===== src/rtl/decoder_3to8_hold_pkg.sv =====
// Shared constants and state type for the 3-to-8 hold decoder.
// Imported by the interface, the one-hot decode leaf and the top.
package decoder_pkg;

    localparam int CODE_W  = 3;
    localparam int NUM_SEL = 8;
    localparam int CNT_W   = 8;

    typedef enum logic [1:0] {
        IDLE = 2'd0,
        HOLD = 2'd1,
        GAP  = 2'd2
    } state_t;

endpackage


===== src/rtl/decoder_3to8_hold_if.sv =====
// Handshake input and select-line outputs of the 3-to-8 hold decoder.
// The master side offers codes; the slave side is the decoder itself.
interface decoder_3to8_hold_if;
    import decoder_pkg::*;

    logic               in_valid;
    logic               in_ready;
    logic [CODE_W-1:0]  in_code;
    logic [NUM_SEL-1:0] out_sel;
    logic               out_active;
    logic               busy;
    logic               done;

    modport master (
        output in_valid, in_code,
        input  in_ready, out_sel, out_active, busy, done
    );

    modport slave (
        input  in_valid, in_code,
        output in_ready, out_sel, out_active, busy, done
    );

endinterface


===== src/rtl/decoder_3to8_hold_onehot_dec3.sv =====
// Purely combinational binary-to-one-hot decode of a 3-bit code.
// Exactly one output bit is set for every input value.
module onehot_dec3
    import decoder_pkg::*;
(
    input  logic [CODE_W-1:0]  code,
    output logic [NUM_SEL-1:0] sel
);

    always_comb begin
        sel       = '0;
        sel[code] = 1'b1;
    end

endmodule


===== src/rtl/decoder_3to8_hold.sv =====
// Sequential 3-to-8 decoder: holds each select for HOLD_CYCLES, then a
// GAP_CYCLES break, with a one-entry pending buffer for the next code.
module decoder_3to8_hold
    import decoder_pkg::*;
#(
    parameter int HOLD_CYCLES = 4,
    parameter int GAP_CYCLES  = 1
) (
    input  logic               clk,
    input  logic               rst_n,
    decoder_3to8_hold_if.slave bus
);

    localparam logic [CNT_W-1:0] HOLD_LOAD = CNT_W'(HOLD_CYCLES - 1);
    localparam logic [CNT_W-1:0] GAP_LOAD  = CNT_W'((GAP_CYCLES > 0) ? GAP_CYCLES - 1 : 0);

    state_t             state, state_d;
    logic [CNT_W-1:0]   cnt, cnt_d;
    logic [CODE_W-1:0]  cur_code, cur_code_d;
    logic [CODE_W-1:0]  pend_code, pend_code_d;
    logic               pend_full, pend_full_d;
    logic [NUM_SEL-1:0] dec_sel;
    logic [NUM_SEL-1:0] out_sel_q;
    logic               in_ready_q, out_active_q, busy_q, done_q;
    logic               xfer;

    assign xfer = bus.in_valid && in_ready_q;

    // Decoding the next code lets out_sel be registered in step with the state.
    onehot_dec3 u_dec (
        .code (cur_code_d),
        .sel  (dec_sel)
    );

    always_comb begin
        state_d     = state;
        cnt_d       = cnt;
        cur_code_d  = cur_code;
        pend_code_d = pend_code;
        pend_full_d = pend_full;

        unique case (state)
            IDLE: begin
                if (pend_full) begin
                    state_d     = HOLD;
                    cur_code_d  = pend_code;
                    pend_full_d = 1'b0;
                    cnt_d       = HOLD_LOAD;
                end else if (xfer) begin
                    state_d    = HOLD;
                    cur_code_d = bus.in_code;
                    cnt_d      = HOLD_LOAD;
                end
            end
            HOLD: begin
                if (xfer) begin
                    pend_full_d = 1'b1;
                    pend_code_d = bus.in_code;
                end
                if (cnt == '0) begin
                    if (GAP_CYCLES > 0) begin
                        state_d = GAP;
                        cnt_d   = GAP_LOAD;
                    end else if (pend_full) begin
                        state_d     = HOLD;
                        cur_code_d  = pend_code;
                        pend_full_d = 1'b0;
                        cnt_d       = HOLD_LOAD;
                    end else begin
                        state_d = IDLE;
                    end
                end else begin
                    cnt_d = cnt - CNT_W'(1);
                end
            end
            GAP: begin
                if (xfer) begin
                    pend_full_d = 1'b1;
                    pend_code_d = bus.in_code;
                end
                if (cnt == '0) begin
                    if (pend_full) begin
                        state_d     = HOLD;
                        cur_code_d  = pend_code;
                        pend_full_d = 1'b0;
                        cnt_d       = HOLD_LOAD;
                    end else begin
                        state_d = IDLE;
                    end
                end else begin
                    cnt_d = cnt - CNT_W'(1);
                end
            end
            default: state_d = IDLE;
        endcase
    end

    always_ff @(posedge clk or negedge rst_n) begin
        if (!rst_n) begin
            state        <= IDLE;
            cnt          <= '0;
            cur_code     <= '0;
            pend_code    <= '0;
            pend_full    <= 1'b0;
            out_sel_q    <= '0;
            in_ready_q   <= 1'b0;
            out_active_q <= 1'b0;
            busy_q       <= 1'b0;
            done_q       <= 1'b0;
        end else begin
            state        <= state_d;
            cnt          <= cnt_d;
            cur_code     <= cur_code_d;
            pend_code    <= pend_code_d;
            pend_full    <= pend_full_d;
            out_sel_q    <= (state_d == HOLD) ? dec_sel : '0;
            in_ready_q   <= !pend_full_d;
            out_active_q <= (state_d == HOLD);
            busy_q       <= (state_d != IDLE) || pend_full_d;
            done_q       <= (state_d == HOLD) && (cnt_d == '0);
        end
    end

    assign bus.in_ready   = in_ready_q;
    assign bus.out_sel    = out_sel_q;
    assign bus.out_active = out_active_q;
    assign bus.busy       = busy_q;
    assign bus.done       = done_q;

endmodule


===== src/flat_wrapper.sv =====
// flat-port wrapper written by rule: the top's interface ports become plain ports
module decoder_3to8_hold_flat import decoder_pkg::*;
#(
    parameter int HOLD_CYCLES = 4,
    parameter int GAP_CYCLES  = 1
)
  (clk, rst_n, bus_in_valid, bus_in_code, bus_in_ready, bus_out_sel, bus_out_active, bus_busy, bus_done);
  decoder_3to8_hold_if bus_i ();
  input  logic clk;
  input  logic rst_n;
  input wire logic [$bits(bus_i.in_valid)-1:0] bus_in_valid;
  input wire logic [$bits(bus_i.in_code)-1:0] bus_in_code;
  output wire logic [$bits(bus_i.in_ready)-1:0] bus_in_ready;
  output wire logic [$bits(bus_i.out_sel)-1:0] bus_out_sel;
  output wire logic [$bits(bus_i.out_active)-1:0] bus_out_active;
  output wire logic [$bits(bus_i.busy)-1:0] bus_busy;
  output wire logic [$bits(bus_i.done)-1:0] bus_done;
  assign bus_i.in_valid = bus_in_valid;
  assign bus_i.in_code = bus_in_code;
  assign bus_in_ready = bus_i.in_ready;
  assign bus_out_sel = bus_i.out_sel;
  assign bus_out_active = bus_i.out_active;
  assign bus_busy = bus_i.busy;
  assign bus_done = bus_i.done;
  decoder_3to8_hold #(.HOLD_CYCLES(HOLD_CYCLES), .GAP_CYCLES(GAP_CYCLES)) u_core (.clk(clk), .rst_n(rst_n), .bus(bus_i));
endmodule

===== config.mk =====
export PLATFORM = sky130hd
export DESIGN_NAME = decoder_3to8_hold_flat
export DESIGN_NICKNAME = d
export VERILOG_FILES = /design/src/rtl/decoder_3to8_hold_pkg.sv /design/src/rtl/decoder_3to8_hold_if.sv /design/src/rtl/decoder_3to8_hold_onehot_dec3.sv /design/src/rtl/decoder_3to8_hold.sv /design/src/flat_wrapper.sv
export SDC_FILE = /design/constraint.sdc
export NUM_CORES = 1
export LEC_CHECK = 0
export CAP_MARGIN = 0
export CORE_MARGIN = 2
export CORE_UTILIZATION = 40
export DETAILED_ROUTE_END_ITERATION = 6
export GPL_ROUTABILITY_DRIVEN = 1
export SETUP_SLACK_MARGIN = 0.3
export SYNTH_ARGS = -nofsm -noshare
export SYNTH_HDL_FRONTEND = slang
export SYNTH_SLANG_ARGS = --single-unit

===== constraint.sdc =====
create_clock -name clk -period 4.6 [get_ports clk]
set_clock_uncertainty 0.15 [all_clocks]
set_input_delay 0.92 -clock clk [delete_from_list [all_inputs] [get_ports clk]]
set_output_delay 0.92 -clock clk [all_outputs]
set_load 0.005 [all_outputs]

Word-level counts from Yosys, hierarchy flattened:

Cells that the tools add are included.
Widths: inputs -> output; s select.

* input bits: 6
* register bits after elaboration: 29

* eq/ne operators: 3
* mux-type cells: 24
* order comparisons: 2
* $add $sub $neg: 1
* reductions and logical operators: 11

Operators with widths (number)
* $mux 8: 6
* $pmux 8 s3: 1
* $logic_not 8->1: 2
* $mux 3: 4
* $mux 2: 4
* $sub 8x1->8 const B: 1
* $pmux 2 s3: 1
* $pmux 3 s2: 1
* $mux 1: 5
* $eq 2x1->1 const B: 2
* $lt 3x4->1 const B: 1
* $demux 1 s3: 1
* $ge 3x1->1 const B: 1
* $logic_and 1x1->1: 3
* $pmux 1 s3: 1
* $eq 2x2->1 const B: 1
* $logic_not 2->1: 1
* $reduce_and 2->1: 1
* $reduce_bool 2->1: 1
* $reduce_or 2->1: 1
* $logic_not 1->1: 1
* $logic_or 1x1->1: 1

Depth between registers and ports, before layout:

Gate-level depths: netlist of run 1.

* depth after elaboration: 9
* gate-level depth with buffers: 9

Cells and area by module:

Synthesis of run 1 repeated with hierarchy kept, for this count alone.

* cells, all modules: 148
* area total of the unflattened synthesis: 1556.5 µm²

Modules (own cells, without submodules)
* decoder_3to8_hold: times used 1, area an instance 1491.4 µm², cells each 140, sequential area each 725.7 µm²
* onehot_dec3: times used 1, area an instance 65.1 µm², cells each 8, sequential area each 0.0 µm²

Worst setup path after synthesis of run 1:

Ideal clock, no wire load.

* kind: input -> register
* from: in bus_in_valid
* to: reg u_core.out_sel_q[0], in the netlist u_core.bus.out_sel[0]
* library setup time: 101 ps
* arrival time: 1996 ps
* cell stages on the path: 6
* slack: 2353 ps
* cell sequence: a21oi_1 nor3b_1 a31oi_4 a221oi_4 inv_2 nor4_1

* longest elaborated chain between the ends: 9
* elaborated cells on any way between the ends: 14
* classes of those cells: order compare (2); eq/ne (1); mux (9); reduce/logical (2)

Ends and longest elaborated chain
* from (decl): RTL line flat_wrapper.sv:11 `input wire logic [$bits(bus_i.in_valid)-1:0] bus_in_valid;`
* $logic_and 1x1->1 *: RTL line decoder_3to8_hold.sv:27 `assign xfer = bus.in_valid && in_ready_q;`
* $mux 3 *: RTL line decoder_3to8_hold.sv:49 `end else if (xfer) begin`
* $mux 3 *: RTL line decoder_3to8_hold.sv:44 `if (pend_full) begin`
* $pmux 3 s2 *: RTL line decoder_3to8_hold.sv:42 `unique case (state)`
* net u_core.cur_code_d[1]: RTL line decoder_3to8_hold.sv:19 `logic [CODE_W-1:0] cur_code, cur_code_d;`
* $lt 3x4->1 (implied by the code) / $ge 3x1->1 (equally long branches): RTL line decoder_3to8_hold_onehot_dec3.sv:12 `sel[code] = 1'b1;`
* $logic_and 1x1->1 (implied by the code): RTL line decoder_3to8_hold_onehot_dec3.sv:12
* $mux 1 (implied by the code): RTL line decoder_3to8_hold_onehot_dec3.sv:12
* $demux 1 s3 *: RTL line decoder_3to8_hold_onehot_dec3.sv:12
* $mux 8 *: RTL line decoder_3to8_hold.sv:116 `out_sel_q <= (state_d == HOLD) ? dec_sel : '0;`
* to (signal assigned): RTL line decoder_3to8_hold.sv:116
* to (decl): RTL line decoder_3to8_hold.sv:23 `logic [NUM_SEL-1:0] out_sel_q;`

The timed path passes the listed nets; every way through them passes the cells marked *.
A chain may end at the register's enable or synchronous reset.

Final worst setup path of run 1:

* from: in bus_in_valid
* to: reg u_core.out_sel_q[3], in the netlist u_core.bus.out_sel[3]

The elaborated chain is that of the path after synthesis.

==> results of run 1 <==
power by group through the flow:
stage	sequential (W)	clock, W	combinational [W]
final	0.000458	0.000269	0.000866
after floorplan	0.000422	0	0.000724
after global placement	0.000459	0	0.000851
after global routing	0.000471	0.000289	0.000959
after CTS	0.000456	0.000275	0.000860
after detailed placement	0.000459	0	0.000853
synth_stat cells, types with 2 or more instances:
| library cell | number |
|---|---|
| buf_6 | 2 |
| mux2_2 | 4 |
| inv_1 | 12 |
| a221oi_4 | 2 |
| a21oi_1 | 8 |
| nand3_1 | 3 |
| dfrtp_1 | 29 |
| a211oi_1 | 2 |
| clkbuf_8 | 2 |
| o2111ai_1 | 2 |
| or4_1 | 2 |
| nand2b_1 | 3 |
| o31ai_1 | 2 |
| o21ai_0 | 14 |
| nor3_1 | 4 |
| nor3b_1 | 3 |
| nor4_1 | 10 |
| nor2b_1 | 3 |
| clkbuf_1 | 2 |
| nand2_1 | 5 |
| a31oi_1 | 4 |
| o21bai_1 | 2 |
| nor2_1 | 13 |
| mux2i_1 | 2 |
| inv_2 | 3 |
| ha_1 | 6 |
state kept, by name (all words and copies together) (netlist names):
signal                 count
u_core.bus.busy            1
u_core.bus.done            1
u_core.bus.in_ready        1
u_core.bus.out_active      1
u_core.bus.out_sel         8
u_core.cnt                 8
u_core.cur_code            3
u_core.pend_code           3
u_core.pend_full           1
u_core.state               2
worst paths after layout:
path                                         end
setup reg to reg           u_core.bus.out_sel[3]
hold / removal               u_core.pend_code[0]
hold reg to reg              u_core.pend_code[0]
min in group asynchronous          u_core.cnt[2]
max in group asynchronous    u_core.pend_code[1]
setup / recovery           u_core.bus.out_sel[3]
stage by stage:
stage	setup slack, ns	hold slack, ns	power [W]	cell area, um^2	utilization [%]
after floorplan	2.35	0.330	0.00115	1700	-
after global placement	1.47	0.338	0.00131	1850	45.6
after detailed placement	1.38	0.352	0.00131	1850	45.6
after CTS	1.70	0.367	0.00159	1970	48.4
after global routing	1.59	0.378	0.00172	1970	48.4
final	1.70	0.362	0.00159	1970	48.4
logic make-up after synthesis:
kind of cell | count (synthesis)
buffers and inverters | 22
adder cells (fa/ha/maj) | 6
multiplexers | 6
AO/OA/AOI/OAI | 48
flip-flops | 29
AND/OR/NAND/NOR | 54
per-layer routing:
layer	part of all wire [%]	vias to the layer above	wire length (um)	global-route usage [%]
li1	-	640	-	-
met1	45	649	1630	21.4
met2	49	27	1780	25.4
met3	4.9	4	179	4.22
met4	1.2	0	45	7.41
met5	0	-	0	0
area by class of cell:
cell class | instances | area, um^2
Tap cell | 50 | 62.6
Clock inverter | 3 | 46.3
Timing Repair Buffer | 18 | 178
Fill cell | 360 | 2090
Clock buffer | 5 | 68.8
Multi-Input combinational cell | 114 | 828
Sequential cell | 29 | 726
Inverter | 15 | 56.3
==> impl_metrics.toml, run 1 <==
[power_and_ir_drop]
intPower_w = 0.000881
ir_worst_vdd_v = 0.000363
p_sw_w = 0.000712
seq_power_share_pct = 28.8
powerDensity_nw_per_um2 = 810
pwr-share-clk_pct = 16.9
p_leak_nw = 0.834
swShare_pct = 44.7
combinationalPowerShare_pct = 54.3

[worst_setup_path]
path_max_fanout = 8
crit_start = "bus_in_valid"
ff2ff_setup_slack_ns = 1.85
critPathBufInv = 2
crit_path_cell_trace = "clkdlybuf4s50_1, a21oi_1, nor3b_1, a31oi_4, a221oi_4, inv_2, nor4_1"
path_depth = 7
required_ns = 4.60
crit_type = "input pin to flop"
reg2reg_depth = 7
end_kind = "flop"
max_stage_delay_ns = 0.60
crit-reg2reg-launch = "u_core.state[0]"
cpMaxStageDelayCell = "clkdlybuf4s50_1"
critical-path-top-delay-family = "buffers and inverters"
worstSetupStartpointType = "input pin"
arrival_ns = 2.91

[placed_design]
dp_hpwl_mm = 2.52
portBuffers = 17
dp.cells = 226
gp_congestion = 0.839

[clock_tree]
clockBufferDepth = 2
post_cts_buffers = 0
hold_buffers = 0
cts.sinks = 29
path_clk_slew_ns = 0.07
cts_buffers = 5
cts_resized = 0
cts-root-buf = "clkbuf_8"
clock_latency_ns = 0.29
cts_tree = "yes"
htree_levels = 2

[synth]
syn_avg_cell_area_um2 = 10.3
synth-edff-count = 0
async_flop_share_pct = 100
synth_top_area_cell = "dfrtp_1"
syn_nets = 177
synthCells = 165
synth-xor-area-share_pct = 0
synth_area_um2 = 1700
synth_area_leaders = "dfrtp_1 (43%), ha_1 (4.4%), o21ai_0 (4.1%), nor4_1 (3.7%), a221oi_4 (3.1%)"
synth_simple_gate_area_share_pct = 19.1
synth_cell_types = 47
synth-seq-area-share_pct = 42.7
synth_fa_ha_area_share_pct = 4.42
synth_compound_area_share_pct = 21.4
synth_mux_area_share_pct = 3.83
yosys.area.top_type_share_pct = 42.7
ys_ff_latch = 29
synth_top_family_by_area = "compound AO/OA/AOI/OAI gates"
synthFlopType = "dfrtp_1"
synth_warnings = 0

[global_route]
grt_pass1_wl_mm = 6.18
antenna_found_initial = 0
grt_max_degree = 30
grt_pass1_vias = 1273
grt_usage_pct = 16.4
grt_overflow = 0

[detailed_routing]
ant_nets = 0
dr.pass1.iters = 4
routedWlPerCell_um = 15.5
num_vias = 1320
routed_via_density = 5.64
drt_iter0_drc = 96
drc = 0
postRouteWirelength_mm = 3.64

[finish]
final_cell_mix = "dfrtp_1 (29), clkdlybuf4s50_1 (17), o21ai_0 (14)"
layout_commonest_cell = "dfrtp_1"
area_delta_synth_final_pct = 15.6
stdcell_count = 234
nets = 195
insertedDiodeCount = 0
drive_above_1_share_pct = 13.6

[sta]
max_slew_margin_pct = 60.5
max_freq_mhz = 345
rsz0062_at_grt = "no"
worstMarginPinSlew_ns = 0.592
setup_tns_ns = 0
hold_viol = 0
min_period_over_period_pct = 63.1
setup_viol = 0
post-route-min-period_ns = 2.90
finalMaxSlewViolations = 0

[run_status]
status = "finished, final reports clean"

[flow_run]
maxCapViolations = 0

[floorplan]
die_w_um = 69.2
num_rows = 23
coreArea_um2 = 4060
die-height_um = 69.2
io_pins = 18
start_util_pct = 41.9
die_area_um2 = 4790

[worst_hold_path]
hold_path_depth = 1
worstHoldPathType = "flop to flop"
worstHoldStart = "u_core.pend_code[0]"
Power figures use the tool's default switching activity.
==> inputs of run 2 (changes only) <==
==> constraint.sdc (replaced) <==
create_clock -name clk -period 3 [get_ports clk]
set_clock_uncertainty 0.15 [all_clocks]
set_input_delay 0.6 -clock clk [delete_from_list [all_inputs] [get_ports clk]]
set_output_delay 0.6 -clock clk [all_outputs]
set_load 0.005 [all_outputs]
==> impl_metrics.toml, run 2 (same netlist as run 1, synthesis figures left out) <==
[global_route]
use_met2_pct = 26.3
grt_pass1_wl_mm = 6.36
grtUsageMet1_pct = 21.3
grt_max_degree = 30
grt_util_met3_pct = 5.96
grt-busiest-layer = "met2"
antenna_found_initial = 0
grt_usage_pct = 16.9
grt_overflow = 0
grt_pass1_vias = 1305

[power_and_ir_drop]
combinationalPowerShare_pct = 54.6
p_sw_w = 0.00110
pwr-share-clk_pct = 17.0
powerDensity_nw_per_um2 = 1250
seq_power_share_pct = 28.3
ir_worst_vdd_v = 0.000560
intPower_w = 0.00138
p_leak_nw = 0.849
swShare_pct = 44.5

[detailed_routing]
num_vias = 1333
drc = 0
dr.pass1.iters = 4
routed_via_density = 5.62
routedWlPerCell_um = 15.6
drt_iter0_drc = 80
postRouteWirelength_mm = 3.70
ant_nets = 0

[clock_tree]
clock_latency_ns = 0.30
clockBufferDepth = 2
cts_buffers = 5
cts_tree = "yes"
htree_levels = 2
path_clk_slew_ns = 0.07
cts_resized = 0
hold_buffers = 0
cts-root-buf = "clkbuf_8"
cts.sinks = 29

[sta]
setup_viol = 0
max_slew_margin_pct = 63.8
setup_tns_ns = 0
hold_viol = 0
post-route-min-period_ns = 2.56
max_freq_mhz = 390
min_period_over_period_pct = 85.4
worstMarginPinSlew_ns = 0.543
finalMaxSlewViolations = 0
rsz0062_at_grt = "no"

[placed_design]
portBuffers = 17
dp_hpwl_mm = 2.63
gp_congestion = 0.882
post_dp_cell_area_um2 = 1870

[finish]
final_cell_mix = "dfrtp_1 (29), clkdlybuf4s50_1 (17), o21ai_0 (14)"
layout_commonest_cell = "dfrtp_1"
area_delta_synth_final_pct = 16.9
drive_above_1_share_pct = 15.0
insertedDiodeCount = 0
nets = 198
fin_area_um2 = 1990

[worst_setup_path]
worstSetupStartpointType = "flop"
required_ns = 3.03
end_kind = "flop"
crit_type = "flop to flop"
max_stage_delay_ns = 0.41
critPathBufInv = 1
critical-path-top-delay-family = "simple AND/OR/NAND/NOR gates"
crit-reg2reg-launch = "u_core.state[0]"
cpMaxStageDelayCell = "dfrtp_1"
path_max_fanout = 10
crit_path_cell_trace = "inv_1, ha_1, nor3_1, a2111oi_0, a311o_2, nand3_1, nor4_1"
arrival_ns = 2.59
crit_start = "u_core.state[0]"

[floorplan]
die_w_um = 69.2
die-height_um = 69.2
num_rows = 23
die_area_um2 = 4790
io_pins = 18
start_util_pct = 41.9
coreArea_um2 = 4060

[run_status]
status = "finished, final reports clean"

[worst_hold_path]
worstHoldStart = "u_core.pend_code[1]"
worstHoldPathType = "flop to flop"

[flow_run]
maxCapViolations = 0
## run 2: cell count changes in the layout (fill, tap and decap cells not counted), sizes merged
cell  change
buf       +3
## run 2: routing by layer
layer  vias to the layer above  share of wire (%)
li1                        658                  -
met1                       641                 45
met2                        27                 48
met3                         7                4.9
met4                         0                1.9
met5                         -                  0
## run 2: path summary, 6_finish.rpt
path | to | slack (ns) | cells past startpoint
setup / recovery | u_core.bus.done | 0.44 | 7
hold / removal | u_core.pend_code[1] | 0.37 | 1
setup reg to reg | u_core.bus.done | 0.44 | 7
hold reg to reg | u_core.pend_code[1] | 0.37 | 1
max in group asynchronous | u_core.cnt[6] | 1.88 | 2
min in group asynchronous | u_core.bus.out_sel[5] | 0.54 | 2
## run 2: area by class of cell
type | instances | area (um^2)
Tap cell | 50 | 62.6
Sequential cell | 29 | 726
Timing Repair Buffer | 21 | 200
Clock buffer | 5 | 68.8
Clock inverter | 3 | 46.3
Inverter | 15 | 56.3
Multi-Input combinational cell | 114 | 828
Fill cell | 349 | 2070
## run 2: power by group through the flow
stage               clock (W)  combinational, W  sequential [W]
detailed placement          0           0.00134        0.000703
CTS                  0.000427           0.00135        0.000699
floorplan                   0           0.00111        0.000648
finish               0.000422           0.00135        0.000702
global placement            0           0.00133        0.000705
global route         0.000452           0.00151        0.000722
## run 2: through the flow
stage	utilization [%]	setup slack (ns)	hold WS, ns	instances	total power (W)
2_1_floorplan	-	0.832	0.154	165	0.00176
3_3_place_gp	46.0	0.185	0.338	228	0.00203
3_5_place_dp	46.0	0.143	0.359	228	0.00204
4_1_cts	48.8	0.430	0.375	236	0.00247
5_1_grt	49.0	0.322	0.396	237	0.00268
6_report	49.0	0.439	0.367	237	0.00248
## run 2: timing repair
action,CTS,global route
setup buffers,0,1
endpoints found under the hold margin,0,0
endpoints found under the setup margin,0,3
==> inputs of run 3 (changes only) <==
--- a/config.mk
+++ b/config.mk
@@ -7,9 +7,10 @@
 export LEC_CHECK = 0
 export CAP_MARGIN = 0
 export CORE_MARGIN = 2
-export CORE_UTILIZATION = 40
+export CORE_UTILIZATION = 45
 export DETAILED_ROUTE_END_ITERATION = 6
 export GPL_ROUTABILITY_DRIVEN = 1
+export PLACE_DENSITY = 0.66
 export SETUP_SLACK_MARGIN = 0.3
 export SYNTH_ARGS = -nofsm -noshare
 export SYNTH_HDL_FRONTEND = slang
==> impl_metrics.toml, run 3 (same netlist as run 1, synthesis figures left out) <==
[run_status]
status = "finished, final reports clean"

[sta]
min_period_over_period_pct = 83.0
setup_ws_ns = 0.510
max_slew_margin_pct = 61.7
post-route-min-period_ns = 2.49
max_freq_mhz = 402
rsz0062_at_grt = "no"
hold_viol = 0
setup_tns_ns = 0
finalMaxSlewViolations = 0
setup_viol = 0
worstMarginPinSlew_ns = 0.574
hold_slack_ns = 0.359

[clock_tree]
hold_buffers = 0
cts_tree = "yes"
cts_buffers = 5
htree_levels = 2
clock_latency_ns = 0.28
clockBufferDepth = 2
cts.sinks = 29
path_clk_slew_ns = 0.07
cts-root-buf = "clkbuf_8"

[power_and_ir_drop]
swShare_pct = 44.3
combinationalPowerShare_pct = 55.3
seq_power_share_pct = 28.5
ir_worst_vdd_v = 0.000659
p_sw_w = 0.00110
p_leak_nw = 0.858
powerDensity_nw_per_um2 = 1240
intPower_w = 0.00139
pwr-share-clk_pct = 16.3

[worst_setup_path]
crit_start = "bus_in_valid"
max_stage_delay_ns = 0.60
crit-reg2reg-launch = "u_core.cnt[1]"
end_kind = "flop"
worstSetupStartpointType = "input pin"
required_ns = 3.03
critPathBufInv = 2
crit_path_cell_trace = "clkdlybuf4s50_1, a21oi_1, nor3b_1, a31oi_4, a221oi_4, inv_2, nor4_1"
cpMaxStageDelayCell = "clkdlybuf4s50_1"
critical-path-top-delay-family = "buffers and inverters"
crit_type = "input pin to flop"
arrival_ns = 2.51
path_max_fanout = 8

[finish]
layout_commonest_cell = "dfrtp_1"
insertedDiodeCount = 0
n_fill_cell = 341
seq_area_um2 = 726
nets = 199
final_cell_mix = "dfrtp_1 (29), clkdlybuf4s50_1 (17), o21ai_0 (14)"
area_delta_synth_final_pct = 17.8
multi_input_area_um2 = 846
fin_util_pct = 55.1
fin_area_um2 = 2000
drive_above_1_share_pct = 16.0

[global_route]
grt_usage_pct = 20.0
grt_max_degree = 30
grt_pass1_wl_mm = 6.35
grt_pass1_vias = 1357
antenna_found_initial = 0
grt_overflow = 0

[detailed_routing]
drc = 0
ant_nets = 0
dr.pass1.iters = 4
routedWlPerCell_um = 15.8
drt_iter0_drc = 60
postRouteWirelength_mm = 3.73
num_vias = 1357
routed_via_density = 5.75

[floorplan]
start_util_pct = 46.8
die_area_um2 = 4290
num_rows = 22
coreArea_um2 = 3630
io_pins = 18
die-height_um = 65.5
die_w_um = 65.5

[flow_run]
maxCapViolations = 0

[placed_design]
post_dp_cell_area_um2 = 1860
gp_congestion = 0.872
portBuffers = 17
pre_cts_slack_ns = 0.198
dp_hpwl_mm = 2.63

[worst_hold_path]
worstHoldStart = "u_core.pend_code[2]"
worstHoldPathType = "flop to flop"
run 3: changes by cell type in the layout (fill, tap and decap cells not counted):
cell,before,now
nand3_2,0,1
nor3b_2,0,1
nand3_1,3,2
run 3: final timing paths:
| path | slack (ns) | cells past startpoint | to |
|---|---|---|---|
| setup reg to reg | 0.53 | 8 | u_core.bus.out_sel[5] |
| setup / recovery | 0.51 | 7 | u_core.bus.out_sel[5] |
| hold / removal | 0.36 | 1 | u_core.pend_code[2] |
| max in group asynchronous | 1.89 | 2 | u_core.cnt[3] |
| hold reg to reg | 0.36 | 1 | u_core.pend_code[2] |
| min in group asynchronous | 0.54 | 2 | u_core.cnt[2] |
run 3: cell type report:
class / instances / area share [%]
clock buffer: 5 / 3.44
clock inverter: 3 / 2.31
inverter: 15 / 2.81
multi-input combinational: 115 / 42.2
sequential: 29 / 36.2
tap: 48 / 3.00
timing repair buffer: 21 / 9.99
run 3: per-layer routing:
layer	vias up	track usage, %	routed length, um
met3	5	5.14	236
met5	-	0	0
met2	49	32.0	1780
li1	653	-	-
met1	650	24.8	1650
met4	0	10.2	63
run 3: what timing repair did:
action,in CTS,in global routing
endpoints found under the hold margin,0,0
setup buffers,0,1
gates resized for setup,0,1
endpoints found under the setup margin,0,6
run 3: power by group through the flow:
stage / sequential (W) / combinational [W] / clock (W)
6_report: 0.000709 / 0.00138 / 0.000405
5_1_grt: 0.000731 / 0.00153 / 0.000431
4_1_cts: 0.000701 / 0.00134 / 0.000418
3_5_place_dp: 0.000704 / 0.00133 / 0
3_3_place_gp: 0.000702 / 0.00131 / 0
2_1_floorplan: 0.000648 / 0.00111 / 0
run 3: through the flow:
stage	cells	power (W)
2_1_floorplan	165	0.00176
3_3_place_gp	226	0.00201
3_5_place_dp	226	0.00204
4_1_cts	234	0.00246
5_1_grt	236	0.00269
6_report	236	0.00249
